===== config.mk =====
export PLATFORM = sky130hd
export DESIGN_NAME = ahb_fir_slave
export DESIGN_NICKNAME = d
export VERILOG_FILES = /design/src/rtl/ahb_fir_pkg.sv /design/src/rtl/coeff_loader.sv /design/src/rtl/ahb_fir_slave.sv
export SDC_FILE = /design/constraint.sdc
export NUM_CORES = 1
export LEC_CHECK = 0
export ABC_AREA = 1
export CAP_MARGIN = 5
export CORE_ASPECT_RATIO = 1.75
export CORE_MARGIN = 2
export CORE_UTILIZATION = 58
export DETAILED_ROUTE_END_ITERATION = 16
export PLACE_DENSITY = 0.89
export SLEW_MARGIN = 20
export SYNTH_ARGS = -nofsm -noshare
export SYNTH_HDL_FRONTEND = slang
export SYNTH_SLANG_ARGS = --single-unit

===== constraint.sdc =====
create_clock -name clk -period 4.7 [get_ports clk]
set_clock_uncertainty 0.05 [all_clocks]
set_input_delay 0.94 -clock clk [delete_from_list [all_inputs] [get_ports clk]]
set_output_delay 0.94 -clock clk [all_outputs]
set_load 0.01 [all_outputs]

===== src/rtl/ahb_fir_pkg.sv =====
// Shared constants, loader state type and byte-lane merge helper for the
// AHB-Lite front end of the FIR filter.
package ahb_fir_pkg;

    localparam logic [3:0] ADDR_STATUS = 4'h0;
    localparam logic [3:0] ADDR_RESULT = 4'h2;
    localparam logic [3:0] ADDR_SAMPLE = 4'h4;
    localparam logic [3:0] ADDR_F0     = 4'h6;
    localparam logic [3:0] ADDR_F1     = 4'h8;
    localparam logic [3:0] ADDR_F2     = 4'hA;
    localparam logic [3:0] ADDR_F3     = 4'hC;
    localparam logic [3:0] ADDR_LOAD   = 4'hE;

    localparam logic [1:0] HTRANS_NONSEQ = 2'b10;
    localparam logic [1:0] HTRANS_SEQ    = 2'b11;

    typedef enum logic [3:0] {
        IDLE,
        LOAD0, WAIT0,
        LOAD1, WAIT1,
        LOAD2, WAIT2,
        LOAD3, WAIT3
    } loader_state_t;

    // Byte writes replace only the lane picked by the low address bit;
    // halfword writes replace the whole register.
    function automatic logic [15:0] mergeWrite(input logic [15:0] oldVal,
                                               input logic [15:0] newVal,
                                               input logic [1:0]  size,
                                               input logic        upperLane);
        logic [15:0] merged;
        merged = newVal;
        if (size == 2'd0) begin
            merged = upperLane ? {newVal[15:8], oldVal[7:0]}
                               : {oldVal[15:8], newVal[7:0]};
        end
        return merged;
    endfunction

endpackage


===== src/rtl/coeff_loader.sv =====
// Walks the four coefficients into the filter, one load_coeff pulse each,
// waiting for the filter to drop modwait before presenting the next one.
module coeff_loader
    import ahb_fir_pkg::*;
(
    input  logic        clk,
    input  logic        n_rst,
    input  logic        start,
    input  logic [15:0] coeff0,
    input  logic [15:0] coeff1,
    input  logic [15:0] coeff2,
    input  logic [15:0] coeff3,
    input  logic        modwait,
    output logic        load_coeff,
    output logic [15:0] fir_coefficient,
    output logic        active,
    output logic        done
);

    loader_state_t state_q, state_d;

    // State register; reset drops straight back to IDLE mid-sequence.
    always_ff @(posedge clk or negedge n_rst) begin
        if (!n_rst) begin
            state_q <= IDLE;
        end else begin
            state_q <= state_d;
        end
    end

    // Each LOAD lasts one cycle; each WAIT holds until the filter is free.
    always_comb begin
        state_d = state_q;
        case (state_q)
            IDLE:    if (start) state_d = LOAD0;
            LOAD0:   state_d = WAIT0;
            WAIT0:   if (!modwait) state_d = LOAD1;
            LOAD1:   state_d = WAIT1;
            WAIT1:   if (!modwait) state_d = LOAD2;
            LOAD2:   state_d = WAIT2;
            WAIT2:   if (!modwait) state_d = LOAD3;
            LOAD3:   state_d = WAIT3;
            WAIT3:   if (!modwait) state_d = IDLE;
            default: state_d = IDLE;
        endcase
    end

    // Outputs decode purely from the state so reset removes load_coeff at once.
    always_comb begin
        load_coeff      = 1'b0;
        fir_coefficient = 16'h0000;
        active          = (state_q != IDLE);
        done            = (state_q == WAIT3) && !modwait;
        case (state_q)
            LOAD0: begin load_coeff = 1'b1; fir_coefficient = coeff0; end
            LOAD1: begin load_coeff = 1'b1; fir_coefficient = coeff1; end
            LOAD2: begin load_coeff = 1'b1; fir_coefficient = coeff2; end
            LOAD3: begin load_coeff = 1'b1; fir_coefficient = coeff3; end
            default: ;
        endcase
    end

endmodule


===== src/rtl/ahb_fir_slave.sv =====
// AHB-Lite register front end for one fir_filter: holds sample and
// coefficients, paces data_ready / load_coeff on modwait, returns results.
module ahb_fir_slave
    import ahb_fir_pkg::*;
(
    input  logic        clk,
    input  logic        n_rst,
    input  logic        hsel,
    input  logic [3:0]  haddr,
    input  logic [1:0]  hsize,
    input  logic [1:0]  htrans,
    input  logic        hwrite,
    input  logic [15:0] hwdata,
    output logic [15:0] hrdata,
    output logic        hready,
    output logic        hresp,
    input  logic        modwait,
    input  logic [15:0] fir_out,
    input  logic        err,
    output logic [15:0] sample_data,
    output logic [15:0] fir_coefficient,
    output logic        data_ready,
    output logic        load_coeff
);

    logic        dphValid_q, dphWrite_q;
    logic [3:0]  dphAddr_q;
    logic [1:0]  dphSize_q;
    logic        errSecond_q;
    logic [15:0] sample_q, f0_q, f1_q, f2_q, f3_q, result_q;
    logic        loadBit_q, pending_q, resultValid_q, errSticky_q, modwaitPrev_q;

    logic        addrAccept, illegal, dphErr, wrLegal, rdLegal;
    logic        loaderActive, loaderDone, startLoad, modwaitFall, busy, dataReady;
    logic [3:0]  regSel;
    logic [15:0] readMux, wrValue;

    assign addrAccept  = hsel && hready && ((htrans == HTRANS_NONSEQ) || (htrans == HTRANS_SEQ));
    assign regSel      = {dphAddr_q[3:1], 1'b0};
    assign illegal     = dphSize_q[1]
                      || ((dphSize_q == 2'd1) && dphAddr_q[0])
                      || (dphWrite_q && ((regSel == ADDR_STATUS) || (regSel == ADDR_RESULT)));
    assign dphErr      = dphValid_q && illegal;
    assign wrLegal     = dphValid_q && dphWrite_q && !illegal;
    assign rdLegal     = dphValid_q && !dphWrite_q && !illegal;
    assign hready      = !(dphErr && !errSecond_q);
    assign hresp       = dphErr;
    assign hrdata      = rdLegal ? readMux : 16'h0000;
    assign wrValue     = mergeWrite(readMux, hwdata, dphSize_q, dphAddr_q[0]);
    assign startLoad   = loadBit_q || (wrLegal && (regSel == ADDR_LOAD) && wrValue[0]);
    assign modwaitFall = modwaitPrev_q && !modwait;
    assign busy        = modwait || loaderActive || pending_q;
    assign dataReady   = pending_q && !loaderActive && !modwait;
    assign data_ready  = dataReady;
    assign sample_data = sample_q;

    // Register the address phase; it is frozen while the bus is stalled.
    always_ff @(posedge clk or negedge n_rst) begin
        if (!n_rst) begin
            dphValid_q <= 1'b0;
            dphWrite_q <= 1'b0;
            dphAddr_q  <= 4'h0;
            dphSize_q  <= 2'd0;
        end else if (hready) begin
            dphValid_q <= addrAccept;
            dphWrite_q <= hwrite;
            dphAddr_q  <= haddr;
            dphSize_q  <= hsize;
        end
    end

    // Marks the second cycle of the two-cycle ERROR response.
    always_ff @(posedge clk or negedge n_rst) begin
        if (!n_rst) begin
            errSecond_q <= 1'b0;
        end else begin
            errSecond_q <= dphErr && !errSecond_q;
        end
    end

    // Current contents of the addressed register, also the base for byte merges.
    always_comb begin
        readMux = 16'h0000;
        case (regSel)
            ADDR_STATUS: readMux = {13'b0, errSticky_q, resultValid_q, busy};
            ADDR_RESULT: readMux = result_q;
            ADDR_SAMPLE: readMux = sample_q;
            ADDR_F0:     readMux = f0_q;
            ADDR_F1:     readMux = f1_q;
            ADDR_F2:     readMux = f2_q;
            ADDR_F3:     readMux = f3_q;
            ADDR_LOAD:   readMux = {15'b0, loadBit_q};
            default:     readMux = 16'h0000;
        endcase
    end

    // Writable registers; a LOAD write in the same cycle as completion wins.
    always_ff @(posedge clk or negedge n_rst) begin
        if (!n_rst) begin
            sample_q  <= 16'h0000;
            f0_q      <= 16'h0000;
            f1_q      <= 16'h0000;
            f2_q      <= 16'h0000;
            f3_q      <= 16'h0000;
            loadBit_q <= 1'b0;
        end else begin
            if (wrLegal && (regSel == ADDR_SAMPLE)) sample_q <= wrValue;
            if (wrLegal && (regSel == ADDR_F0))     f0_q     <= wrValue;
            if (wrLegal && (regSel == ADDR_F1))     f1_q     <= wrValue;
            if (wrLegal && (regSel == ADDR_F2))     f2_q     <= wrValue;
            if (wrLegal && (regSel == ADDR_F3))     f3_q     <= wrValue;
            if (wrLegal && (regSel == ADDR_LOAD)) begin
                loadBit_q <= wrValue[0];
            end else if (loaderDone) begin
                loadBit_q <= 1'b0;
            end
        end
    end

    // A sample write arms one data_ready pulse, issued once the filter is free.
    always_ff @(posedge clk or negedge n_rst) begin
        if (!n_rst) begin
            pending_q <= 1'b0;
        end else if (wrLegal && (regSel == ADDR_SAMPLE)) begin
            pending_q <= 1'b1;
        end else if (dataReady) begin
            pending_q <= 1'b0;
        end
    end

    // Latch the filter result when modwait falls; sticky error flag.
    always_ff @(posedge clk or negedge n_rst) begin
        if (!n_rst) begin
            modwaitPrev_q <= 1'b0;
            result_q      <= 16'h0000;
            resultValid_q <= 1'b0;
            errSticky_q   <= 1'b0;
        end else begin
            modwaitPrev_q <= modwait;
            errSticky_q   <= errSticky_q || err;
            if (modwaitFall) begin
                result_q      <= fir_out;
                resultValid_q <= 1'b1;
            end else if (rdLegal && (regSel == ADDR_RESULT)) begin
                resultValid_q <= 1'b0;
            end
        end
    end

    coeff_loader uLoader (
        .clk             (clk),
        .n_rst           (n_rst),
        .start           (startLoad),
        .coeff0          (f0_q),
        .coeff1          (f1_q),
        .coeff2          (f2_q),
        .coeff3          (f3_q),
        .modwait         (modwait),
        .load_coeff      (load_coeff),
        .fir_coefficient (fir_coefficient),
        .active          (loaderActive),
        .done            (loaderDone)
    );

endmodule


Word-level counts from Yosys, hierarchy flattened

Cells that the tools add are included.

Flip-flop bits (word level): 114
Input port bits: 46

Equal/unequal tests: 23
Multiplexer cells: 18
Reductions and logical operators: 45

Operators with widths:

| operator             | number |
|---|---|
| $pmux W16 S8         | 1 |
| $pmux W16 S4         | 1 |
| $mux W16             | 3 |
| $pmux W4 S9          | 1 |
| $logic_and A1 B1 Y1  | 22 |
| $mux W4              | 5 |
| $eq A4 B3 Y1 const B | 4 |
| $eq A3 B3 Y1 const B | 4 |
| $ne A2 B2 Y1 const B | 5 |
| $eq A4 B2 Y1 const B | 2 |
| $logic_not A4 Y1     | 2 |
| $logic_or A1 B1 Y1   | 8 |
| $mux W1              | 7 |
| $eq A3 B2 Y1 const B | 2 |
| $logic_not A1 Y1     | 6 |
| $reduce_bool A2 Y1   | 3 |
| $reduce_and A5 Y1    | 1 |
| $eq A2 B2 Y1 const B | 2 |
| $eq A4 B1 Y1 const B | 1 |
| $eq A4 B4 Y1 const B | 1 |
| $reduce_bool A4 Y1   | 1 |
| $reduce_or A4 Y1     | 1 |
| $eq A3 B1 Y1 const B | 1 |
| $eq A2 B1 Y1 const B | 1 |
| $logic_not A2 Y1     | 1 |

Longest topological paths before layout

Word-level depth: 11
Depth in mapped cells: 12
Depth with buffers taken out: 11

Hierarchy

A second synthesis with hierarchy kept.

Cells, all modules: 846
Area total of the unflattened synthesis: 6387.4 µm²

By module, submodules not included:

| module        | instances | cells each | area an instance (µm²) | sequential area each (µm²) |
|---|---|---|---|---|
| ahb_fir_slave | 1         | 723        | 5693.0                 | 2752.6 |
| coeff_loader  | 1         | 123        | 694.4                  | 100.1 |

Worst setup path after synthesis

No wires, ideal clock.

Kind: input -> output
Start point: input port modwait
End point: output port hrdata[0]
Arrival: 1426 ps
Slack: 2284 ps
Cell stages on the path: 5
Buffers on the path: 0
Path through: inv_1 > nand4_1 > nand2_1 > a31o_2 > inv_1

Cells in the longest elaborated chain, start to end: 4

Ends and longest elaborated chain:

| what                            | line                | source |
|---|---|---|
| start, declared                 | ahb_fir_slave.sv:17 | `input logic modwait,` |
| $logic_or A1 B1 Y1 (2 in a row) | ahb_fir_slave.sv:52 | `assign busy = modwait \|\| loaderActive \|\| pending_q;` |
| $pmux W16 S8                    | ahb_fir_slave.sv:84 | `case (regSel)` |
| $mux W16                        | ahb_fir_slave.sv:48 | `assign hrdata = rdLegal ? readMux : 16'h0000;` |
| end, declared                   | ahb_fir_slave.sv:14 | `output logic [15:0] hrdata,` |

No other way between the ends.

Worst setup path after layout

Start point: register dphAddr_q[3]
End point: output port hrdata[6]

Cells in the longest elaborated chain, start to end: 7
Elaborated cells between the ends (all ways): 15

Ends and longest elaborated chain:

| what                                             | line                                     | source |
|---|---|---|
| start, declared                                  | ahb_fir_slave.sv:27                      | `logic [3:0] dphAddr_q;` |
| start signal, assigned                           | ahb_fir_slave.sv:67                      | `dphAddr_q <= haddr;` |
| $eq A3 B1 Y1 or $logic_not A4 Y1 (tied branches) | ahb_fir_slave.sv:42, ahb_fir_slave.sv:84 |  |
| $logic_or A1 B1 Y1                               | ahb_fir_slave.sv:42                      | `\|\| (dphWrite_q && ((regSel == ADDR_STATUS) \|\| (regSel == ADDR_RESULT)));` |
| $logic_and A1 B1 Y1                              | ahb_fir_slave.sv:42                      |  |
| $logic_or A1 B1 Y1                               | ahb_fir_slave.sv:42                      |  |
| $logic_not A1 Y1                                 | ahb_fir_slave.sv:45                      | `assign rdLegal = dphValid_q && !dphWrite_q && !illegal;` |
| $logic_and A1 B1 Y1                              | ahb_fir_slave.sv:45                      |  |
| $mux W16 (*)                                     | ahb_fir_slave.sv:48                      |  |

Every way passes the cells marked *; elsewhere a longest branch is shown, timed or not.

==> flow_summary.json <==
{
  "status": "complete, no violations",
  "grt_pass1_vias": 6146,
  "crit_family": "buffers and inverters",
  "path_clk_slew_ps": 50,
  "slew_viol_final": 0,
  "first_pass_iters": 8,
  "antenna_cells": 0,
  "area_delta_synth_final_pct": 23.64,
  "relSlewSlack_pct": 21.15,
  "hpwl_um": 12510,
  "place_area_um2": 7049,
  "place_congestion": 0.9277,
  "dp.cells": 936,
  "final_cells": 967,
  "worst_setup_path_end_kind": "output pin",
  "ant_nets": 0,
  "syn_area_per_cell_um2": 8.294,
  "vias": 6154,
  "clk_latency_ps": 420,
  "grt_pass1_wl_um": 30100,
  "setup.worst_path.start_class": "flop",
  "finalSetupTns_ps": 0,
  "drc": 0,
  "leakage_nw": 3.493,
  "h-tree-depth": 4,
  "cts_hold_buf": 0,
  "drt_iter0_markers": 737,
  "period_share_pct": 86.32,
  "crit_slowest_cell": "dfrtp_1",
  "cpPeakStageDelay_ps": 680,
  "layout.nets": 874,
  "synth-edff-count": 0,
  "final_hold_viol_count": 0,
  "worstPathRequired_ps": 3710,
  "cts_resized": 0,
  "yosysTopAreaCell": "dfrtp_1",
  "synthFlopType": "dfrtp_1",
  "fin_crit_ps": 4057,
  "netlist.area_leader.share_pct": 46.42,
  "synthDistinctLibCells": 37,
  "drive_gt1_share_pct": 11.79,
  "power_density_nw_per_um2": 721.7,
  "crit_fanout": 11,
  "synthCells": 741,
  "io_buffers": 96,
  "cts_buffers": 17,
  "postRouteWirelength_um": 19090,
  "grt_overflow": 0,
  "grt_max_degree": 88,
  "tightestPinTransition_ps": 1181,
  "yosys_warnings": 0,
  "seq_area_frac_synth_pct": 46.42,
  "fmax_mhz": 246.5,
  "hold_path.class": "reg2reg",
  "cts_setup_buffers": 0,
  "maxCapViolCount": 0,
  "fillers": 750,
  "ioPinCount": 98,
  "critPathBufInv": 4,
  "via_per_inst": 6.364,
  "vdd_drop_max_uv": 445.7,
  "routedWlPerCell_um": 19.74,
  "core_area_um2": 10300,
  "clk_path_buf_depth": 2,
  "start_util_pct": 59.67,
  "gr-usage-all-layers_pct": 34.80,
  "path_class": "reg2out",
  "worstPathArrival_ps": 3070,
  "antenna_found_initial": 0,
  "tritoncts": "yes",
  "cts_root_buffer": "clkbuf_16",
  "final_area_um2": 7599,
  "die_y_um": 140.2,
  "ys_seq_elements": 114,
  "synthArstFlopShare_pct": 100.0,
  "setup_viol": 0,
  "synth.area.top_cells": "dfrtp_1 (46%), nand2_1 (7.1%), nand3_1 (6.6%)",
  "critical_path.cell_chain": "nand2_1 > inv_1 > nand2_1 > nand2_1 > inv_1 > nand4_1 > inv_1 > nor2_1 > clkdlybuf4s50_1",
  "rsz0062_at_grt": "no",
  "die-area_um2": 11470,
  "clock-sinks": 114,
  "syn_area_um2": 6146,
  "rows": 49,
  "syn_nets": 787,
  "fp.dieW_um": 81.82
}
-- flip-flops by register name, summed over array words and instances (netlist names), 2 cells and up --
signal,cells
f0_q,16
f1_q,16
f2_q,16
f3_q,16
result_q,16
sample_data,16
dphAddr_q,4
uLoader.state_q,4
dphSize_q,2
-- final cells by class --
class	instances	area, um^2	share of cell area, %
sequential	114	2853	37.54
multi-input combinational	479	2590	34.09
timing repair buffer	103	1015	13.35
clock buffer	27	523.0	6.883
inverter	113	436.7	5.747
tap	127	158.9	2.091
clock inverter	4	22.52	0.2964
-- logic make-up after synthesis --
kind of cell	synth area share, %
AO/OA/AOI/OAI	15.66
buffers and inverters	11.44
flip-flops	46.42
multiplexers	1.283
AND/OR/NAND/NOR	25.20
-- final timing paths --
path / slack, ps / from / end / cells after the start
worst max-delay path: 640 / dphAddr_q[3]$_DFFE_PN0N_ / hrdata[6] / 9
worst min-delay path: 420 / errSticky_q$_DFF_PN0_ / errSticky_q$_DFF_PN0_ / 1
worst max register to register: 1790 / dphAddr_q[3]$_DFFE_PN0N_ / f1_q[15]$_DFFE_PN0P_ / 5
worst min register to register: 420 / errSticky_q$_DFF_PN0_ / errSticky_q$_DFF_PN0_ / 1
max in group asynchronous: 3140 / n_rst / f0_q[12]$_DFFE_PN0P_ / 2
min in group asynchronous: 520 / n_rst / sample_data[3]$_DFFE_PN0P_ / 1
-- power by group --
part	switching [W]	internal [W]	total (W)
Clock	0.000437	0.000751	0.00119
Combinational	0.00161	0.00103	0.00264
Sequential	0.000287	0.00137	0.00165
-- synth_stat cells (3+ instances only) --
cell       instances
a21oi_1           14
a31oi_1           11
buf_2              3
buf_4             13
buf_6             11
clkbuf_1           8
dfrtp_1          114
inv_1             99
inv_2             11
mux2_2             7
nand2_1          117
nand3_1           81
nand3_4            5
nand4_1           10
nand4_2            8
nor2_1            60
nor2_2             5
nor2_4             3
o2111ai_1          7
o21ai_0           13
o21ai_1           67
o21ai_2            8
o221ai_1           9
o22ai_1           26
or2_1             11
or2_2              5
-- per-layer routing --
metal	share of wire, %	vias to the layer above	wire length (um)	global-route usage (%)
li1	-	2656	-	-
met1	34	2901	6404	40.05
met2	50	481	9615	56.27
met3	9.6	116	1839	7.474
met4	6.4	0	1231	23.77
met5	0	-	0	0
-- cells in the final DEF, fill, tap and decap left out, drive strengths merged, types with 7 or more instances in the layout --
cell type,Yosys,final
or2,16,16
inv,113,113
mux2,7,7
clkdlybuf4s50,0,95
nand2,119,119
o221ai,9,9
buf,27,8
nor2,68,68
o22ai,26,26
o2111ai,7,7
nand4,18,18
o21ai,88,88
a21oi,15,15
nand3,88,88
clkbuf,8,27
a31oi,11,11
dfrtp,114,114
-- per-stage QoR --
step	setup slack [ps]	util [%]	hold WS (ps)	total power, W
final	642.9	73.77	416.3	0.005484
after detailed placement	1099	68.44	406.4	0.004211
after CTS	718.9	73.74	418.1	0.005421
after floorplan	2284	-	389.9	0.003234
after global placement	1093	68.44	400.9	0.004082
after global routing	569.6	73.77	438.3	0.005774
Note: power is estimated with default switching activity, not from simulation.
==> RTL edit: new RTL, config.mk and constraints unchanged <==
Make the reset (`n_rst`) synchronous in 6 clocked blocks.
--- a/src/rtl/coeff_loader.sv
+++ b/src/rtl/coeff_loader.sv
@@ -20,7 +20,7 @@
     loader_state_t state_q, state_d;
 
     // State register; reset drops straight back to IDLE mid-sequence.
-    always_ff @(posedge clk or negedge n_rst) begin
+    always_ff @(posedge clk) begin
         if (!n_rst) begin
             state_q <= IDLE;
         end else begin
--- a/src/rtl/ahb_fir_slave.sv
+++ b/src/rtl/ahb_fir_slave.sv
@@ -55,7 +55,7 @@
     assign sample_data = sample_q;
 
     // Register the address phase; it is frozen while the bus is stalled.
-    always_ff @(posedge clk or negedge n_rst) begin
+    always_ff @(posedge clk) begin
         if (!n_rst) begin
             dphValid_q <= 1'b0;
             dphWrite_q <= 1'b0;
@@ -70,7 +70,7 @@
     end
 
     // Marks the second cycle of the two-cycle ERROR response.
-    always_ff @(posedge clk or negedge n_rst) begin
+    always_ff @(posedge clk) begin
         if (!n_rst) begin
             errSecond_q <= 1'b0;
         end else begin
@@ -95,7 +95,7 @@
     end
 
     // Writable registers; a LOAD write in the same cycle as completion wins.
-    always_ff @(posedge clk or negedge n_rst) begin
+    always_ff @(posedge clk) begin
         if (!n_rst) begin
             sample_q  <= 16'h0000;
             f0_q      <= 16'h0000;
@@ -118,7 +118,7 @@
     end
 
     // A sample write arms one data_ready pulse, issued once the filter is free.
-    always_ff @(posedge clk or negedge n_rst) begin
+    always_ff @(posedge clk) begin
         if (!n_rst) begin
             pending_q <= 1'b0;
         end else if (wrLegal && (regSel == ADDR_SAMPLE)) begin
@@ -129,7 +129,7 @@
     end
 
     // Latch the filter result when modwait falls; sticky error flag.
-    always_ff @(posedge clk or negedge n_rst) begin
+    always_ff @(posedge clk) begin
         if (!n_rst) begin
             modwaitPrev_q <= 1'b0;
             result_q      <= 16'h0000;
Behaviour: differs if n_rst is asserted again (counterexample within 4 cycles, from zero or initial values and one cycle with n_rst low); with n_rst held inactive, the same outputs for 4 cycles.
==> RTL edit against the unedited design <==
  * Worst setup slack worse by 150 ps
  * Sequential cell count unchanged
  * Synthesized cell count rose by 5.8%
  * Synthesized area shrank 8.0%
  * Design area decreased by 6.8%
  * Global-route usage increased by 1.4 points
  * Worst hold slack lost 13 ps
  * Routed wire length grew 0.25%
Power is not compared: it rests on default switching activity, and its combinational part moved more than twofold at a synthesized area within 25%.
==> RTL edit: results (changes against the unedited design) <==
| Metric | Value |
|---|---|
| Reg2reg end | f0_q[10]$_SDFFE_PN0P_ |
| Hold_sp | result_q[8]$_SDFFE_PN0P_ |
| Top cells by count, synth | dfxtp_1 (114), a21oi_1 (103), o21ai_0 (96), inv_1 (91), nand2_1 (80) |
| DPL Wire Length | 12.5 mm (-0.36%) |
| Number of distinct library cells after synthesis | 42 (+14%) |
| Largest net degree at the start of global routing | 94 (+6.8%) |
| Worst R2R Path Depth | 6 (+1) |
| Crit Path Max Fanout | 17 (+6) |
| Pre-antenna DRT Iters | 6 (-2) |
| Number of global-route vias before repair | 6138 (-0.13%) |
| Initial DRC Count | 747 (+1.4%) |
| Routed vias/inst | 6.27 (-1.5%) |
| Top cells by area, synth | dfxtp_1 (40%), a21oi_1 (9.1%), o21ai_0 (8.5%), inv_1 (6.0%), nand2_1 (5.3%) |
| Layout cells sized above 1 | 0.0908 (-0.0271) |
| Syn Nets | 830 (+5.5%) |
| Status | finished, final reports clean |
| GPL Wtd Cong | 0.962 (+3.7%) |
| Global-route usage over all layers | 0.362 (+0.0145) |
| Largest family of logic cells by synthesized area | compound AO/OA/AOI/OAI gates |
| Ys async rst share | 0 (-1.00) |
| Crit path launch | uLoader.state_q[3]$_SDFFE_PN0P_ |
| Hold Crit Endpoint | result_q[8]$_SDFFE_PN0P_ |
| Post-synthesis sequential area ratio | 0.404 (-0.0605) |
| Maximum clock frequency | 0.237 GHz (-3.7%) |
| Wire per inst | 19.3 um (-2.3%) |
| Worst hold path stage count | 2 (+1) |
## RTL edit: cell count changes after synthesis, moves of 37 or more
cell     delta
nand2_1    -37
dfxtp_1   +114
o21ai_1    -59
dfrtp_1   -114
o21ai_0    +83
a21oi_1    +89
## RTL edit: stage by stage
step / cell area, um^2 / hold WS, ps / cells
3_5_place_dp: 6530 / 402 / 960
4_1_cts: 7080 / 410 / 992
6_report: 7080 / 404 / 992
3_3_place_gp: 6530 / 395 / 960
5_1_grt: 7080 / 426 / 992
2_1_floorplan: 5650 / 375 / 784
## RTL edit: power groups by stage
| stage | clock network, uW | registers, uW | logic (uW) |
|---|---|---|---|
| final | 1230 | 1000 | 227 |
| after global routing | 1270 | 1010 | 241 |
| after CTS | 1220 | 1000 | 220 |
| after detailed placement | 0 | 1020 | 217 |
| after global placement | 0 | 1020 | 211 |
| after floorplan | 0 | 1010 | 142 |
## RTL edit: layer usage
metal / wire length (um) / track usage / up-vias
met5: 0 / 0 / -
met4: 1040 / 0.250 / 0
met3: 1950 / 0.0909 / 114
met2: 9370 / 0.595 / 469
met1: 6780 / 0.407 / 2838
li1: - / - / 2798
## RTL edit: worst max-delay path, cell delays in order (launching register included)
cell             delay [ps]
dfxtp_1                 450
inv_1                   100
nand2_1                 100
clkinv_1                520
nand2_1                 660
o22ai_1                 130
a311o_1                 340
clkdlybuf4s50_1         500
## RTL edit: cell type report
type,count,area share
Multi-Input combinational cell,520,0.383
Sequential cell,114,0.322
Timing Repair Buffer,100,0.139
Clock buffer,21,0.0622
Inverter,104,0.0551
Tap cell,122,0.0216
Clock inverter,11,0.0161
## RTL edit: logic make-up after synthesis
| family | after synthesis |
|---|---|
| buffers and inverters | 150 |
| AND/OR/NAND/NOR | 261 |
| AO/OA/AOI/OAI | 259 |
| flip-flops | 114 |
